<file path="src/rtl/aes128_inv_keyex.sv">
// AES-128 inverse key expansion: recovers all 11 round keys from the round-10 key,
// one round per clock, sharing an external combinational S-box.
module aes128_inv_keyex #(
   parameter int unsigned DLY = 1
) (
   input  logic            i_clk,
   input  logic            i_rst,
   input  logic [127:0]    i_lkey,
   input  logic            i_key_en,
   output logic [1407:0]   o_exkey,
   output logic [127:0]    o_key,
   output logic            o_key_ok,
   output logic            o_sbox_use,
   output logic [31:0]     o_sbox_din,
   input  logic [31:0]     i_sbox_dout
);

   // Register delays are not modelled in RTL; DLY is kept for interface compatibility.
   logic unused_dly;
   assign unused_dly = ^DLY;

   logic [127:0]  key_q, key_d;
   logic [127:0]  lkey_q, lkey_d;
   logic [1279:0] exkey_q, exkey_d;
   logic [3:0]    count_q, count_d;
   logic          key_ok_q, key_ok_d;

   logic [127:0]  s_k;
   logic [31:0]   p0, p1, p2, p3;
   logic [127:0]  p;
   logic [3:0]    step;
   logic [7:0]    rcon;
   logic          busy;

   always_comb begin
      s_k  = i_key_en ? i_lkey : key_q;
      // A fresh start always begins at the round-10 step, even when restarting mid-run.
      step = i_key_en ? 4'd0 : count_q;
      case (step)
         4'd0:    rcon = 8'h36;
         4'd1:    rcon = 8'h1b;
         4'd2:    rcon = 8'h80;
         4'd3:    rcon = 8'h40;
         4'd4:    rcon = 8'h20;
         4'd5:    rcon = 8'h10;
         4'd6:    rcon = 8'h08;
         4'd7:    rcon = 8'h04;
         4'd8:    rcon = 8'h02;
         4'd9:    rcon = 8'h01;
         default: rcon = 8'h00;
      endcase
      p3 = s_k[31:0]   ^ s_k[63:32];
      p2 = s_k[63:32]  ^ s_k[95:64];
      p1 = s_k[95:64]  ^ s_k[127:96];
      p0 = s_k[127:96] ^ i_sbox_dout ^ {rcon, 24'h000000};
      p  = {p0, p1, p2, p3};
      o_sbox_din = {p3[23:0], p3[31:24]};
      busy       = i_key_en | (count_q != 4'd0);
   end

   always_comb begin
      key_d    = busy ? p : key_q;
      exkey_d  = busy ? {p, exkey_q[1279:128]} : exkey_q;
      lkey_d   = i_key_en ? i_lkey : lkey_q;
      count_d  = count_q;
      key_ok_d = key_ok_q;
      if (i_key_en) begin
         count_d  = 4'd1;
         key_ok_d = 1'b0;
      end else if (count_q == 4'd9) begin
         count_d  = 4'd0;
         key_ok_d = 1'b1;
      end else if (count_q != 4'd0) begin
         count_d  = count_q + 4'd1;
      end
   end

   always_ff @(posedge i_clk or posedge i_rst) begin
      if (i_rst) begin
         key_q    <= '0;
         lkey_q   <= '0;
         exkey_q  <= '0;
         count_q  <= '0;
         key_ok_q <= 1'b0;
      end else begin
         key_q    <= key_d;
         lkey_q   <= lkey_d;
         exkey_q  <= exkey_d;
         count_q  <= count_d;
         key_ok_q <= key_ok_d;
      end
   end

   always_comb begin
      o_exkey    = {exkey_q, lkey_q};
      o_key      = exkey_q[1279:1152];
      o_key_ok   = key_ok_q & ~i_key_en;
      o_sbox_use = busy;
   end

endmodule
</file>
<file path="config.mk">
export PLATFORM = sky130hd
export DESIGN_NAME = aes128_inv_keyex
export DESIGN_NICKNAME = d
export VERILOG_FILES = /design/src/rtl/aes128_inv_keyex.sv
export SDC_FILE = /design/constraint.sdc
export NUM_CORES = 2
export LEC_CHECK = 0
export ABC_AREA = 1
export BUFFER_PORTS_ARGS = -buffer_cell sky130_fd_sc_hd__buf_4
export CORE_AREA = 2 2 667 669
export DETAILED_ROUTE_END_ITERATION = 8
export DIE_AREA = 0 0 669 671
export GPL_ROUTABILITY_DRIVEN = 0
export GPL_TIMING_DRIVEN = 0
export PLACE_DENSITY = 0.3
export REMOVE_ABC_BUFFERS = 1
export SLEW_MARGIN = 5
export SYNTH_ARGS = -nofsm -noshare
export SYNTH_HDL_FRONTEND = slang
export SYNTH_SLANG_ARGS = --single-unit
</file>
<file path="constraint.sdc">
create_clock -name i_clk -period 45.6 [get_ports i_clk]
set_input_delay 4.56 -clock i_clk [delete_from_list [all_inputs] [get_ports i_clk]]
set_output_delay 4.56 -clock i_clk [all_outputs]
set_load 0.02 [all_outputs]
</file>
# Word level (Yosys, flattened, before mapping)
# Memory sizes are Yosys's and may differ from the RTL's.
# Cells that the tools add are included.
[totals] register_bits=1541 rom_bits=128 input_bits=163 out_inout_bits=1570 wordCells=26 memories=1
[memory_table] name="(name not given)" words=16 width=8 read_ports=1 rd_ports_with_merged_regs=0 write_ports=0 line_no="39" source="case (step)"
[op_classes] n_addsub=1 n_eq_ne=1 n_mux=7 bitwise=8 n_reduce_logical=3
[ops] op="$xor 32x32->32" count=5
[ops] op="$mux 128" count=1
[ops] op="$mux 4" count=4
[ops] op="$add 4x1->4 const B" count=1
[ops] op="$eq 4x4->1 const B" count=1
[ops] op="$reduce_bool 4->1" count=1
[ops] op="$reduce_bool 3->1" count=1
[ops] op="$mux 1" count=2
[ops] op="$reduce_bool 2->1" count=1
[ops] op="$and 1x1->1" count=1
[ops] op="$not 1->1" count=1
[ops] op="$or 1x1->1" count=1

# Longest topological paths before layout
[depth] depth_word=4 mapped_depth=11 ltp_nobuf=9

# Least setup slack after synthesis
# Ideal clock, no wire load.
[synth_timing] path_kind="input -> output" startpoint="in i_key_en" endpoint="out o_sbox_din[10]" arrival_time_ns=5.602 required_time_ns=41.040 setup_slack_ns=35.438 cell_stages=5 n_path_buf=3 path_cell_list="buf_4 -> buf_6 -> buf_2 -> o21ai_0 -> xor2_1"
[synth_between] elab_chain_len=2
[synth_rtl] item="start, declared" line_no="9" source="input logic i_key_en,"
[synth_rtl] item="$mux 128" line_no="36" source="s_k = i_key_en ? i_lkey : key_q;"
[synth_rtl] item="$xor 32x32->32" line_no="52" source="p3 = s_k[31:0] ^ s_k[63:32];"
[synth_rtl] item="end, declared" line_no="14" source="output logic [31:0] o_sbox_din,"
# Every way passes these cells.

# Final worst setup path
[layout_timing] startpoint="in i_key_en" endpoint="out o_sbox_use"
[layout_between] elab_chain_len=1
[layout_rtl] item="$or 1x1->1" line_no="58" source="busy = i_key_en | (count_q != 4'd0);"
[layout_rtl] item="end, declared" line_no="13" source="output logic o_sbox_use,"
# Every way passes these cells.

==> qor.txt <==
DRT Pass-1 Iters - 7
Status - complete, no violations
Initial DRC count - 2898
Die area - 449000 sq um
Starting Density - 12.7%
Cts repair resizes - 0
Signal arrival time at the worst endpoint - 7.58 ns
Yosys top cell by area - dfrtp_1
Mapped Cells - 6059
Row Count - 244
Core Area - 441000 sq um
Die width - 669 um
Final setup vio count - 0
Post-synth ARST share - 100%
Hold_buf cts - 0
Post-synth top flop - dfrtp_1
Global-route wire length before repair - 451000 um
Placed cells - 13300
IO buf count - 1732
Reg-to-Reg Start - count_q[0]
Crit-path max FO - 72
Relative slew slack - 30.9%
Final wirelength - 341000 um
WL/cell - 25.0 um
Yosys warns - 0
Slew Viols, Final - 0
Commonest cells after routing, fill and taps aside - nand2_1 (2068), buf_4 (1731), dfrtp_1 (1413)
Sequential share of the synthesized area - 63.2%
Fin cells - 13600
Max Clock Freq - 82.4 MHz
Post-Syn Area - 56000 sq um
Hold crit path type - register to register
Critical path class - input pin to output pin
Worst hold path depth - 2
Distinct cells, synth - 27
Worst-Skew Late Latency - 0.90 ns
Area Growth Syn to Fin - 45.4%
Most common cell after layout, fill and taps aside - nand2_1
Dpl cell area - 74900 sq um
Synth Register Bits - 1413
Max Cap Viol - 0
Register-to-Register Setup Slack - 40.63 ns
Largest net degree at the start of global routing - 154
Fill count - 49200
Setup bufs post-CTS - 0
Nets - 7750
Clock Pin Slew Worst Setup and Hold Paths - 0.06 ns
Die height - 671 um
Htree depth - 4
Setup TNS - 0 ns
CP endpoint kind - output pin
Clock sinks - 1413
Pwr Density - 92.1 nW/um^2
Total number of vias - 47700
Endpoint of the worst hold path - lkey_q[58]
CTS buffer count - 196
Multi-input logic area - 15300 sq um
Avg Cell Area, Syn - 9.24 sq um
Max IR drop VDD - 0.0000335 V
Share of post-route cells with drive strength above 1 - 26.9%
Initial antenna violation count - 34
Hold Fails Final Rpt - 0
CTS tree - yes
HP Start - lkey_q[58]
Register area - 35400 sq um
Worst Max-Slew Pin Slew - 1.03 ns
Number of synthesized flops with an enable pin - 0
Final HPWL DP - 270000 um
Clock Path Buffers - 4
Synth area leaders - dfrtp_1 (63%), nand2_1 (14%), o21ai_0 (9.2%), inv_1 (4.3%), buf_4 (2.3%)
Vias per cell - 3.50
Final ANT Viol Nets - 0
Finished Cell Area - 81400 sq um
Tmin final - 12.14 ns
Skew final - 0.0449 ns
Residual DRC - 0
Worst endpoint required time - 41.04 ns
P_leak - 39.6 nW
R2R Path End - exkey_q[9]
Global-route usage over all layers - 14.6%
RSZ-0062 raised after global routing - false
Clock Tree Root - clkbuf_16
IO Pins - 1733
Yosys top cell area share - 63.2%
GRT overflow - 0
Cells on worst reg2reg path - 12
Startpoint Class - input pin
Crit share post-route - 26.6%
Vias in the first global route - 47500
==> cell type report <==
type	instances	share of cell area, %
antenna	16	0.0492
clock buffer	286	6.99
clock inverter	50	0.869
inverter	648	3.02
multi-input combinational	3542	18.9
sequential	1413	43.5
tap	5904	9.08
timing repair buffer	1783	17.7
==> metal layers <==
| layer | wire (um) | GRT usage (%) |
|---|---|---|
| met5 | 70 | 0 |
| met4 | 6930 | 2.95 |
| met3 | 37000 | 6.61 |
| met2 | 164000 | 24.7 |
| met1 | 133000 | 17.0 |
==> logic make-up after synthesis <==
family          share of synthesized area (%)
buf+inv                                  9.43
fa+ha+maj                              0.0671
simple gates                             15.4
compound gates                           11.3
flops                                    63.2
xor+xnor                                0.657
==> worst max-delay path: stages <==
cell and delay (ns):
buf_8 0.27, buf_16 0.27, nor2_4 0.10, nand3_4 0.41
buf_16 0.32, buf_12 0.27, buf_16 0.26, buf_16 0.31
buf_4 0.21
==> worst max path at each step <==
| stage | startpoint | to | slack (ns) | cells past startpoint |
|---|---|---|---|---|
| after detailed placement | i_key_en | o_sbox_use | 33.44 | 9 |
| after global placement | i_key_en | key_q[78] | -92.48 | 6 |
| final | i_key_en | o_sbox_use | 33.46 | 9 |
| after global routing | i_key_en | o_sbox_use | 33.29 | 9 |
| after floorplan | i_key_en | key_q[64] | -0.80 | 5 |
| after CTS | i_key_en | o_sbox_use | 33.43 | 9 |
==> flip-flops by register name (all words and copies together), names as in the netlist <==
name and flops:
key_ok_q 1, key_q 128, exkey_q 1152, count_q 4, lkey_q 128
==> metrics by stage <==
stage	hold WS [ns]	util, %	power (mW)	worst slack [ns]
after floorplan	0.490	-	3.91	-0.803
final	0.469	18.4	7.50	33.46
after CTS	0.474	18.4	7.70	33.43
after global placement	0.459	16.7	6.35	-92.48
after global routing	0.489	18.4	7.98	33.29
after detailed placement	0.460	17.0	6.05	33.44
==> power by group <==
part	total (mW)	internal (mW)	switching, mW
sequential	2.45	1.83	0.622
combinational	3.47	1.13	2.34
clock	1.58	0.930	0.651
==> synthesized netlist by cell type (all sizes together), types with 3 or more instances <==
cell type  count
buf          340
nand3         84
o21ai       1168
nand4          3
clkbuf       116
or2           24
inv          648
nor2          64
xor2          33
xnor2          9
a21oi         51
nand2       2068
dfrtp       1413
ha             3
a31oi         32
(Power assumes the default switching activity.)
